<file path="config.mk">
export PLATFORM = sky130hd
export DESIGN_NAME = franken_uart_tx_flat
export DESIGN_NICKNAME = d
export VERILOG_FILES = /design/src/rtl/franken_uart_tx_if.sv /design/src/rtl/franken_uart_tx.sv /design/src/flat_wrapper.sv
export SDC_FILE = /design/constraint.sdc
export NUM_CORES = 1
export LEC_CHECK = 0
export CAP_MARGIN = 10
export CORE_MARGIN = 3
export CORE_UTILIZATION = 50
export DETAILED_ROUTE_END_ITERATION = 10
export PLACE_DENSITY = 0.91
export SYNTH_ARGS = -nofsm -noshare
export SYNTH_HDL_FRONTEND = slang
export SYNTH_SLANG_ARGS = --single-unit
</file>
<file path="constraint.sdc">
create_clock -name clk -period 4.35 [get_ports clk]
set_input_delay 0.87 -clock clk [delete_from_list [all_inputs] [get_ports clk]]
set_output_delay 0.87 -clock clk [all_outputs]
set_load 0.005 [all_outputs]
</file>
<file path="src/rtl/franken_uart_tx_if.sv">
// franken_uart_tx_if: core store/load bus as seen by the memory-mapped UART transmitter.
interface franken_uart_tx_if;
    logic        mem_write;
    logic [3:0]  byte_enable;
    logic [31:0] addr;
    logic [31:0] write_data;
    logic [31:0] read_data;
    logic        rbusy;
    modport master (output mem_write, byte_enable, addr, write_data, input read_data, rbusy);
    modport slave (input mem_write, byte_enable, addr, write_data, output read_data, rbusy);
endinterface

</file>
<file path="src/rtl/franken_uart_tx.sv">
// franken_uart_tx: memory-mapped 8N1 UART transmitter with a byte FIFO, stall output and status word.
module franken_uart_tx #(
    parameter int          CLKS_PER_BIT = 434,
    parameter logic [31:0] TX_ADDR      = 32'h0000_1000,
    parameter logic [31:0] STAT_ADDR    = 32'h0000_1004,
    parameter int          FIFO_DEPTH   = 4
) (
    input  logic             clk,
    input  logic             reset,
    franken_uart_tx_if.slave bus,
    output logic             TXD
);
    localparam int AW = $clog2(FIFO_DEPTH);
    localparam int BW = $clog2(CLKS_PER_BIT);
    localparam logic [AW:0]   FULL     = (AW + 1)'(FIFO_DEPTH);
    localparam logic [BW-1:0] BAUD_MAX = BW'(CLKS_PER_BIT - 1);
    typedef enum logic [1:0] {IDLE, START, DATA, STOP} state_t;
    state_t        state, state_n;
    logic [BW-1:0] baud, baud_n;
    logic [2:0]    bit_cnt, bit_n;
    logic [7:0]    shift, shift_n, head;
    logic          txd_n;
    logic [7:0]    mem [FIFO_DEPTH];
    logic [AW-1:0] wr_ptr, rd_ptr;
    logic [AW:0]   count;
    logic          overflow, baud_end, have_data, pop, push_req, push, clear;
    logic          unused_bits;
    assign unused_bits = ^{bus.write_data[31:8], bus.byte_enable[3:1]};
    assign have_data   = count != '0;
    assign baud_end    = baud == BAUD_MAX;
    assign head        = mem[rd_ptr];
    assign push_req    = bus.mem_write && bus.addr == TX_ADDR && bus.byte_enable[0];
    // A full FIFO still takes a byte when the transmitter pops on the same edge.
    assign push        = push_req && (count != FULL || pop);
    assign clear       = bus.mem_write && bus.addr == STAT_ADDR && bus.byte_enable[0] && bus.write_data[2];
    assign bus.rbusy   = count == FULL;
    assign bus.read_data = bus.addr == STAT_ADDR ?
                           {29'b0, overflow, bus.rbusy, state != IDLE || have_data} : '0;
    always_comb begin
        state_n = state;
        baud_n  = baud_end ? '0 : baud + 1'b1;
        bit_n   = bit_cnt;
        shift_n = shift;
        txd_n   = TXD;
        pop     = 1'b0;
        case (state)
            IDLE: begin
                baud_n = '0;
                if (have_data) begin
                    pop     = 1'b1;
                    shift_n = head;
                    txd_n   = 1'b0;
                    state_n = START;
                end
            end
            START: if (baud_end) begin
                txd_n   = shift[0];
                bit_n   = '0;
                state_n = DATA;
            end
            DATA: if (baud_end) begin
                if (bit_cnt == 3'd7) begin
                    txd_n   = 1'b1;
                    state_n = STOP;
                end else begin
                    shift_n = shift >> 1;
                    txd_n   = shift[1];
                    bit_n   = bit_cnt + 3'd1;
                end
            end
            STOP: if (baud_end) begin
                pop     = have_data;
                shift_n = head;
                txd_n   = !have_data;
                state_n = have_data ? START : IDLE;
            end
            default: state_n = IDLE;
        endcase
    end
    always_ff @(posedge clk or posedge reset) begin
        if (reset) begin
            state   <= IDLE;
            baud    <= '0;
            bit_cnt <= '0;
            shift   <= '0;
            TXD     <= 1'b1;
        end else begin
            state   <= state_n;
            baud    <= baud_n;
            bit_cnt <= bit_n;
            shift   <= shift_n;
            TXD     <= txd_n;
        end
    end
    always_ff @(posedge clk or posedge reset) begin
        if (reset) begin
            wr_ptr   <= '0;
            rd_ptr   <= '0;
            count    <= '0;
            overflow <= 1'b0;
        end else begin
            if (push) wr_ptr <= wr_ptr + 1'b1;
            if (pop) rd_ptr <= rd_ptr + 1'b1;
            count    <= count + {{AW{1'b0}}, push} - {{AW{1'b0}}, pop};
            overflow <= (push_req && !push) ? 1'b1 : clear ? 1'b0 : overflow;
        end
    end
    always_ff @(posedge clk)
        if (push) mem[wr_ptr] <= bus.write_data[7:0];
endmodule

</file>
<file path="src/flat_wrapper.sv">
// flat-port wrapper written by rule: the top's interface ports become plain ports
module franken_uart_tx_flat 
#(
    parameter int          CLKS_PER_BIT = 434,
    parameter logic [31:0] TX_ADDR      = 32'h0000_1000,
    parameter logic [31:0] STAT_ADDR    = 32'h0000_1004,
    parameter int          FIFO_DEPTH   = 4
)
  (clk, reset, TXD, bus_mem_write, bus_byte_enable, bus_addr, bus_write_data, bus_read_data, bus_rbusy);
  franken_uart_tx_if bus_i ();
  input  logic clk;
  input  logic reset;
  output logic TXD;
  input wire logic [$bits(bus_i.mem_write)-1:0] bus_mem_write;
  input wire logic [$bits(bus_i.byte_enable)-1:0] bus_byte_enable;
  input wire logic [$bits(bus_i.addr)-1:0] bus_addr;
  input wire logic [$bits(bus_i.write_data)-1:0] bus_write_data;
  output wire logic [$bits(bus_i.read_data)-1:0] bus_read_data;
  output wire logic [$bits(bus_i.rbusy)-1:0] bus_rbusy;
  assign bus_i.mem_write = bus_mem_write;
  assign bus_i.byte_enable = bus_byte_enable;
  assign bus_i.addr = bus_addr;
  assign bus_i.write_data = bus_write_data;
  assign bus_read_data = bus_i.read_data;
  assign bus_rbusy = bus_i.rbusy;
  franken_uart_tx #(.CLKS_PER_BIT(CLKS_PER_BIT), .TX_ADDR(TX_ADDR), .STAT_ADDR(STAT_ADDR), .FIFO_DEPTH(FIFO_DEPTH)) u_core (.clk(clk), .reset(reset), .bus(bus_i), .TXD(TXD));
endmodule
</file>
== After elaboration in Yosys (flattened, before gate mapping) ==
Memories as Yosys holds them, arrays and structs flattened.
Index checks and enable logic that the tools add are counted.

* Add/subtract/negate cells: 6
* Eq/ne operators: 15
* Multiplexer cells: 32
* Reduce and logical (&&, ||, !) cells: 21

{| class="wikitable"
|+ Operator list
! cell !! number
|-
| 32-bit by 13-bit == test with 1-bit output, second input constant || 2
|-
| 8-bit 2-to-1 mux || 4
|-
| 8-bit case mux with 3 select lines || 1
|-
| 9-bit 2-to-1 mux || 2
|-
| 1-bit 2-to-1 mux || 12
|-
| 3-bit 2-to-1 mux || 4
|-
| 2-bit 2-to-1 mux || 5
|-
| 2-bit by 1-bit inequality test with 1-bit output, second input constant || 5
|-
| 5-bit AND reduction || 2
|-
| 9-bit by 1-bit adder with 9-bit output, second input constant || 1
|-
| 9-bit == test, second input constant || 1
|-
| 2-bit case mux with 4 select lines || 1
|-
| 4-bit AND reduction || 2
|-
| 1-bit logical AND || 7
|-
| 3-bit == test, second input constant || 2
|-
| 3-bit case mux with 2 select lines || 1
|-
| 2-bit nonzero test || 3
|-
| 3-bit nonzero test || 2
|-
| 2-bit by 1-bit adder with 2-bit output, second input constant || 2
|-
| 2-bit == test, second input constant || 2
|-
| 1-bit case mux with 4 select lines || 1
|-
| 3-bit by 1-bit adder with 3-bit output || 1
|-
| 3-bit by 1-bit adder with 3-bit output, second input constant || 1
|-
| 3-bit inequality test, second input constant || 1
|-
| other kinds (7) || 9
|}

* Register bits: 31
* RAM bits: 32
* Input port bits: 71
* Output and inout bits: 34
* Word-level logic and storage cells: 84
* Memories: 1

{| class="wikitable"
|+ Memory list
! memory !! depth !! bits a word !! rd ports !! clocked after memory_dff !! write ports !! RTL line !! source
|-
| u_core.mem || 4 || 8 || 1 || 0 || 1 || franken_uart_tx.sv:23 || <nowiki>logic [7:0] mem [FIFO_DEPTH];</nowiki>
|}

== Longest topological paths before layout ==
Gate-level depths: netlist (run 1).

* Depth in word-level cells: 8
* Depth in mapped cells: 12
* Gate-level depth less buffers: 12

== Worst setup path after synthesis (run 1) ==
OpenSTA, ideal clock, no wires.

* Path type: input-to-reg
* Start point: input bus_addr[13]
* End point: register u_core.count[2]
* Library setup time: 126 ps
* Data arrival time: 2,688 ps
* Required time: 4,224 ps
* Setup slack: 1,536 ps
* Stages: 10
* Buffers on the path: 0
* Cell sequence: nor4b_1 > nand4_1 > nor4_2 > o21ai_4 > inv_1 > ha_1 > inv_1 > fa_1 > xnor2_1 > xnor2_1

* Word-level cells in the longest chain between the ends: 6

{| class="wikitable"
|+ RTL lines
! what !! RTL line !! source
|-
| start: declaration || flat_wrapper.sv:16 || <nowiki>input wire logic [$bits(bus_i.addr)-1:0] bus_addr;</nowiki>
|-
| 32-bit by 13-bit == test with 1-bit output || franken_uart_tx.sv:32 || <nowiki>assign push_req = bus.mem_write && bus.addr == TX_ADDR && bus.byte_enable[0];</nowiki>
|-
| 1-bit logical AND (2 in series) || franken_uart_tx.sv:32 ||
|-
| 1-bit logical AND || franken_uart_tx.sv:34 || <nowiki>assign push = push_req && (count != FULL || pop);</nowiki>
|-
| via u_core.push || franken_uart_tx.sv:26 || <nowiki>logic overflow, baud_end, have_data, pop, push_req, push, clear;</nowiki>
|-
| 3-bit by 1-bit adder with 3-bit output || franken_uart_tx.sv:104 || <nowiki>count <= count + {{AW{1'b0}}, push} - {{AW{1'b0}}, pop};</nowiki>
|-
| 3-bit by 1-bit subtractor with 3-bit output || franken_uart_tx.sv:104 ||
|-
| end signal: assignment || franken_uart_tx.sv:104 ||
|-
| end: declaration || franken_uart_tx.sv:25 || <nowiki>logic [AW:0] count;</nowiki>
|}

The timed path passes the listed nets, and every way through them passes these cells.
A chain may end at the register's enable or synchronous reset.

== Worst setup path after layout (run 1) ==
* Start point: input bus_addr[1]
* End point: output bus_read_data[0]

* Word-level cells in the longest chain between the ends: 2

{| class="wikitable"
|+ RTL lines
! what !! RTL line !! source
|-
| 32-bit by 13-bit == test with 1-bit output || franken_uart_tx.sv:37 || <nowiki>assign bus.read_data = bus.addr == STAT_ADDR ?</nowiki>
|-
| 3-bit 2-to-1 mux || franken_uart_tx.sv:37 ||
|-
| end: declaration || flat_wrapper.sv:18 || <nowiki>output wire logic [$bits(bus_i.read_data)-1:0] bus_read_data;</nowiki>
|}

Every way passes these cells.

==> summary by stage, run 1 <==
Outcome
The flow ran to the end, and the final reports show no timing, DRC or antenna violations.

Yosys
Synthesis instantiated 43 different standard cells from the library. The compound-cell area share of the yosys netlist is 5.566%. The cell area after synthesis is 3304 µm². The largest family of logic cells by synthesized area is simple AND/OR/NAND/NOR gates.

The most instantiated flip-flop cell in the synthesis netlist is edfxtp_1. The post-synthesis area per instance is 11.93 µm². Measured against the total synthesized area, the mux share comes to 9.580%. The share of the Yosys chip area taken by registers is 52.59%.

Counting flops with an async set or reset pin after synthesis yields a share of 49.21%. The synthesized netlist devotes 6.285% of its cell area to adder and majority cells. The xor-xnor portion of the synthesized cell area is 3.181%.

The instance count of the mapped netlist is 277. The simple-gate portion of the synthesized area is 12.84%. The count of synthesis-stage warnings from yosys is 0. The number of flops mapped to enable cells by yosys is 32. Counting flops and latches in the post-synthesis netlist gives 63.

Floorplanning
For this configuration, the core starts out at a cell density of 53.59%. The die width is 87.30 µm. The vertical die dimension is 87.30 µm. The floorplan has 28 rows.

The area of the die is 7620 µm². The number of placed I/O pins is 105. In this run the standard cell core region covers 6166 µm².

Setup path
The kind of launch point of the worst setup path is a primary input. The cell that appears most often on the critical path is clkdlybuf4s50_1. Grouping stages by cell kind, the critical path spends the most delay in buffers and inverters. The largest stage delay on the critical path is 0.52 ns. The critical-path cell with the highest stage delay is clkdlybuf4s50_1. The data required time at the worst endpoint is 3.48 ns. The critical path is of the in -> out type. The number of buffers and inverters on the critical path is 2.

The arrival time of data at the critical path endpoint is 2.71 ns. Of all nets on the critical path, the largest fanout is 3. Traced cell by cell, the critical path runs through clkdlybuf4s50_1 > nor4_1 > nand4_1 > nor2_1 > nand2_1 > a21oi_1 > clkdlybuf4s50_1.

STA classifies the critical path endpoint as a primary output. In this run the worst setup path begins at bus_addr[1]. The startpoint identified for the worst register-to-register timing path is u_core.baud[1].

Timing
The final number of setup-violating endpoints is 0. The fmax is 279.1 MHz. The slew at the pin with the worst max-slew slack is 0.7574 ns. The remaining max-slew budget at the tightest pin is 49.32%. The count of pins over their slew limit is 0. The number of hold violations in the final report is 0. The total negative slack for setup checks is 0 ns. Setup repair after global routing left no endpoint under its margin.

The worst setup skew after layout is 0.007659 ns. The time the final worst path needs with I/O delays and setup is 3.583 ns. Dividing the final minimum period by the clock period gives 82.38%.

Placed design
Port buffering added 48 buffers. In this run the cell area measured after placement is 3745 µm². Routability-driven placement finished with a final weighted congestion of 0.8228. The HPWL reported at the end of detailed placement is 4556 µm.

Power
Summed over all cells, the static leakage comes to 1.669 nW. The power per unit of standard cell area is 343.5 nW/µm². The worst-case IR drop observed on VDD is 273.6 µV.

Clocking
The root buffer cell chosen for the clock tree is clkbuf_8. The number of post-CTS setup repair buffers is 0. The cts-stage hold buffer count is 0. The clock tree from TritonCTS is yes. Counting the buffers created by CTS gives 9. Clock-pin slew was measured on the worst setup and hold paths at 0.07 ns.

Gates resized during post-CTS repair numbered 0. Counting every sink on the clock net gives 63. The clock passes through at most 2 buffers.

The H-tree was split into 3 levels. The later-pin clock latency in the skew report is 0.34 ns.

Global routing
The number of global-route vias before repair is 2137. The total routing resource utilization after global routing is 17.26%. The final global-route overflow total is 0.

The initial antenna violation count is 0. Entering global routing, the biggest net connects 32 pins. The wire length of the first global-routing pass is 9922 µm.

Drt
The remaining antenna violation count after routing is 0. After detailed routing, the average wire length per cell comes to 14.53 µm. The first TritonRoute pass finished after 4 iterations.

After the first detailed-routing iteration, the DRC count stood at 116. In the routed design, unresolved DRC markers number 0. The total vias in the final route is 2098. After detailed routing, the number of vias per cell comes to 5.130. The wire length reported by the detailed router is 5941 µm.

Cells and area
The library cell used most frequently in the layout, excluding fill and tap cells, is clkdlybuf4s50_1. The number of antenna diodes in the final layout is 0. The top cell types in the final layout, fill and taps aside, are clkdlybuf4s50_1 (48), nand2_1 (35), edfxtp_1 (32). The number of nets in the layout is 416. After routing the design area is 3921 µm².

From synthesis to final layout, the design area changed by 18.67%. The post-route netlist has 13.47% of its cells at a drive strength greater than 1.

Run
Across the run, the number of max-cap violations was 0.

Worst hold path
The class of the tightest hold or removal check is reg -> reg. The worst hold path begins at u_core.overflow.
## area by class of cell
type,count,area (µm²)
Clock buffer,9,123.9
Multi-Input combinational cell,185,1346
Fill cell,472,2245
Clock inverter,7,52.55
Tap cell,75,93.84
Timing Repair Buffer,49,488.0
Inverter,21,78.83
Sequential cell,63,1738
## synthesized netlist by cell type (2+ instances only)
cell | n | area share, %
and3_1 | 3 | 0.57
mux4_2 | 8 | 5.5
nor4_2 | 2 | 0.76
xor2_1 | 3 | 0.80
clkbuf_1 | 5 | 0.57
mux2i_1 | 2 | 0.61
o21ai_0 | 7 | 1.1
nor2_1 | 23 | 2.6
mux2_4 | 7 | 3.2
ha_1 | 15 | 5.7
edfxtp_1 | 32 | 29
buf_4 | 29 | 6.6
nor4_1 | 6 | 1.1
a22o_1 | 4 | 1.1
buf_2 | 2 | 0.30
inv_1 | 20 | 2.3
nand2_1 | 35 | 4.0
nand3_1 | 4 | 0.61
nor3_1 | 3 | 0.45
xnor2_1 | 9 | 2.4
a21oi_1 | 4 | 0.61
nand4_1 | 3 | 0.57
dfrtp_1 | 30 | 23
o21ai_4 | 2 | 0.98
## cells by family (layout without fill, tap and decap cells)
| family | after synthesis | in the layout |
|---|---|---|
| xor+xnor | 12 | 12 |
| fa+ha+maj | 16 | 16 |
| compound gates | 23 | 23 |
| flops | 63 | 63 |
| simple gates | 87 | 87 |
| mux | 18 | 18 |
| other cells | 1 | 29 |
| buf+inv | 57 | 86 |
## layer usage
layer	track usage, %	wire [µm]
met5	0	0
met4	7.531	119
met3	3.974	252
met2	31.03	3206
met1	19.38	2363
## path summary, 6_finish.rpt
path,end,slack (ns),depth (start not counted)
max,bus_read_data[0],0.77,7
min,u_core.overflow,0.49,1
max reg2reg,u_core.count[2],1.47,12
min reg2reg,u_core.overflow,0.49,1
max in group asynchronous,u_core.TXD,3.13,3
min in group asynchronous,u_core.count[1],0.90,3
## stage by stage
stage          setup slack (ns)  hold slack (ns)  power (mW)  utilization (%)  std cells
2_1_floorplan             1.536           0.4582      0.8525                -        305
3_3_place_gp             0.7533           0.4696      0.8958            60.73        393
3_5_place_dp             0.7466           0.4818      0.9096            60.73        393
4_1_cts                  0.7473           0.4979       1.359            63.60        409
5_1_grt                  0.5888           0.5053       1.414            63.60        409
6_report                 0.7667           0.4944       1.347            63.60        409
## state kept, by name (all words and copies together), names as in the netlist
name,count
u_core.TXD,1
u_core.baud,9
u_core.bit_cnt,3
u_core.count,3
u_core.mem,32
u_core.overflow,1
u_core.rd_ptr,2
u_core.shift,8
u_core.state,2
u_core.wr_ptr,2
## report_power, final
group	switching, mW	total (mW)	leakage [nW]	internal (mW)
clock	0.236	0.448	0.0908	0.212
sequential	0.0133	0.655	0.717	0.642
combinational	0.112	0.243	0.861	0.131
total	0.362	1.35	1.67	0.985
Power figures use the tool's default switching activity.
==> inputs of run 2 (changes only) <==
- CORE_UTILIZATION: 50 -> 47
- PLACE_DENSITY: 0.91 -> 0.87
- clock period: 4.35 -> 3.5 ns (I/O delays scaled with it)
==> run 2 against run 1 <==
Against the previous run: core utilization decreased by 2.9 points; global-route usage is 1.5 points lower; register-to-register slack got worse by 0.64 ns; clock power grew 26%; routed wire length is 0.35% higher; via count grew 2.9%; critical path type unchanged; critical endpoint unchanged; largest power group unchanged.
==> summary by stage, run 2 (same netlist as run 1, synthesis figures left out) <==
Drt
The post-detailed-route wirelength per cell is 13.80 µm (-5.0%). The total vias in the final route was 2158 (+2.9%). The iteration count of the initial detailed-routing pass was 4 (unchanged). The post-detailed-route DRC marker count is 0 (unchanged). The number of design-rule violations left by the first detailed-router iteration was 140 (+21%). The remaining antenna violation count after routing is 0 (unchanged). The vias per cell was 4.995 (-2.6%).

The wire length reported by the detailed router was 5962 µm (+0.35%).

Setup path
The worst register-to-register path ends at u_core.count[2]. The startpoint of the worst register-to-register path is u_core.baud[1]. The data required time at the worst endpoint is 2.80 ns (-0.68 ns).

The slowest stage of the critical path belongs to the cell clkdlybuf4s50_1. In this run the worst setup path begins at bus_addr[13]. Following the worst setup path forward leads to its endpoint at bus_read_data[0]. The arrival time of data at the critical path endpoint came to 2.64 ns (-0.07 ns). STA classifies the critical path endpoint as a primary output.

The most frequent cell on the critical path is clkdlybuf4s50_1. The setup slack of the most critical reg-to-reg path is 0.83 ns (-0.64 ns). The critical path goes through clkdlybuf4s50_1 > nor4b_1 > nand4_1 > nor2_1 > nand2_1 > a21oi_1 > clkdlybuf4s50_1. The classification of the worst setup path is in -> out. The maximum fanout along the worst path was 3 (unchanged). The number of cells on the worst reg-to-reg path is 13 (+1).

The kind of launch point of the worst setup path is a primary input. The largest stage delay on the critical path is 0.53 ns (about the same).

Timing
The count of pins over their slew limit came to 0 (unchanged). The remaining max-slew budget at the tightest pin was 60.89% (+12 points). The total negative slack for setup checks is 0 ns (unchanged). Setup repair after global routing left no endpoint under its margin. The time the final worst path needs with I/O delays and setup is 3.337 ns. Timing would allow up to 299.6 MHz.

The worst setup skew after layout is 0.005564 ns (-0.002095 ns). The slew at the pin with the worst max-slew slack came to 0.5867 ns (-0.1707 ns). The worst-case hold slack is 0.4888 ns (-0.005606 ns). The share of the clock period used by the worst path after layout is 95.35%. The final number of setup-violating endpoints is 0 (unchanged).

The number of hold violations in the final report is 0 (unchanged).

Clocking
The tree is rooted in a clkbuf_8. The number of post-CTS setup repair buffers came to 0 (unchanged). The clock tree from TritonCTS is yes. The number of sinks driven by the clock tree is 63 (unchanged). The maximum clock insertion buffer count came to 2 (unchanged). The number of gates resized after cts is 0 (unchanged). The clock transition time at the flip-flop clock pins of the worst setup and hold paths was 0.07 ns (about the same). The cts-stage hold buffer count is 0 (unchanged). The H-tree depth is 3 (unchanged).

The total clock buffers created by CTS is 9 (unchanged). The later-pin clock latency in the skew report came to 0.34 ns (about the same).

Global routing
The final global-route overflow total was 0 (unchanged). met2 is the most crowded layer. The wire length of the first global-routing pass was 10290 µm (+3.7%). The number of global-route vias before repair was 2178 (+1.9%).

The met1 track demand over resource is 18.92% (-0.46 points). The met3 track utilization from global routing is 3.589% (-0.38 points). The met2 usage in global routing is 27.01% (-4.0 points).

The maximum number of pins on one net before global-route repair is 32 (unchanged). The initial antenna violation count came to 0 (unchanged). The total routing resource utilization after global routing was 15.81% (-1.5 points).

Cells and area
The fill cell total of the finished layout is 528 (+12%). The number of standard cells in the layout, taps in and fillers out is 432 (+5.6%). The library cell used most frequently in the layout, excluding fill and tap cells, is clkdlybuf4s50_1. The share of final-layout standard cells stronger than drive strength 1 is 14.75% (+1.3 points). The library cells used most frequently in the layout, excluding fill and tap cells, are clkdlybuf4s50_1 (48), nand2_1 (35), edfxtp_1 (32). The number of nets in the layout is 421 (+1.2%). The finished layout cell area is 3984 µm² (+1.6%). The largest registers in the layout are u_core.mem x32, u_core.baud x9, u_core.shift x8. The count of inserted antenna diode cells is 0 (unchanged). Compared with the post-synthesis result, the final layout area differs by 20.56%. The final cell utilization of the core is 60.66% (-2.9 points). The flip-flop count of the largest register, all copies and words added is 32 (unchanged). Counting flops per register, the top entry is u_core.mem.

Power
The switching share of total power is 27.14% (+0.26 points). The cell internal power dissipation is 1.223 mW (+24%). The portion of total power attributed to combinational logic is 17.7% (-0.3 points). The part of the total power dissipated in sequential elements is 48.5% (-0.2 points). The proportion of power drawn by the clock network was 33.7% (+0.4 points).

The peak supply drop is 314.3 µV (+15%). The static leakage power was 1.692 nW (+1.4%). The power per unit of standard cell area is 421.4 nW/µm² (+23%). The power dissipated by switching net loads was 0.4555 mW (+26%).

Outcome
The run finished with clean final reports.

Placed design
The cell area after placement is 3805 µm² (+1.6%). The post-placement cell count is 416 (+5.9%). The final RePlAce weighted congestion came to 0.8222 (about the same). The HPWL reported at the end of detailed placement came to 4415 µm (-3.1%). The number of input and output port buffers inserted is 48 (unchanged).

Floorplanning
The cell row count is 29 (+3.6%). The number of placed I/O pins is 105 (unchanged). The vertical die dimension is 89.85 µm (+2.9%). The area of the die is 8073 µm² (+5.9%). The die width came to 89.85 µm (+2.9%). The starting density of the core is 50.31% (-3.3 points).

The area of the core is 6568 µm² (+6.5%).

Worst hold path
The class of the tightest hold or removal check is reg -> reg.

Run
The max-cap check violation count is 0 (unchanged).
run 2: cell count changes in the layout (fill, tap and decap cells not counted), sizes merged:
cell      change
buf           +5
clkinvlp      +1
inv           -1
run 2: cell type report:
type                    instances  area, µm²  area share (%)
clock buffers                   9      123.9           3.109
clock inverters                 7      55.05           1.382
inverters                      21      78.83           1.979
multi-input cells             185       1346           33.79
flip-flops and latches         63       1738           43.62
well taps                      93      116.4           2.921
repair buffers                 54      525.5           13.19
run 2: how the worst min path moves through the flow:
| stage | slack, ns | cells after the start | endpoint | start |
|---|---|---|---|---|
| 2_1_floorplan | 0.46 | 1 | u_core.overflow | u_core.overflow |
| 3_3_place_gp | 0.47 | 2 | u_core.TXD | u_core.TXD |
| 3_5_place_dp | 0.48 | 2 | u_core.TXD | u_core.TXD |
| 4_1_cts | 0.49 | 2 | u_core.TXD | u_core.TXD |
| 5_1_grt | 0.51 | 2 | u_core.TXD | u_core.TXD |
| 6_report | 0.49 | 2 | u_core.TXD | u_core.TXD |
run 2: power by group through the flow:
stage / combinational, mW / clock (mW) / sequential, mW
after global routing: 0.330 / 0.618 / 0.817
after floorplan: 0.238 / 0 / 0.822
after detailed placement: 0.299 / 0 / 0.830
final: 0.298 / 0.566 / 0.815
after global placement: 0.286 / 0 / 0.829
after CTS: 0.300 / 0.582 / 0.815
run 2: per-stage QoR:
stage / total power, mW / setup WS, ns
3_3_place_gp: 1.115 / 0.1770
5_1_grt: 1.765 / 0.008231
6_report: 1.679 / 0.1626
4_1_cts: 1.696 / 0.1151
3_5_place_dp: 1.129 / 0.1083
2_1_floorplan: 1.060 / 0.8561
run 2: routing by layer:
layer / share of wire [%] / up-vias
li1: - / 1018
met1: 40 / 1059
met2: 52 / 68
met3: 5.2 / 13
met4: 1.9 / 0
met5: 0 / -
run 2: critical path: cells and delay by family:
kind,cells,cell delay (ns)
buf+inv,2,0.93
simple gates,4,0.88
compound gates,1,0.13
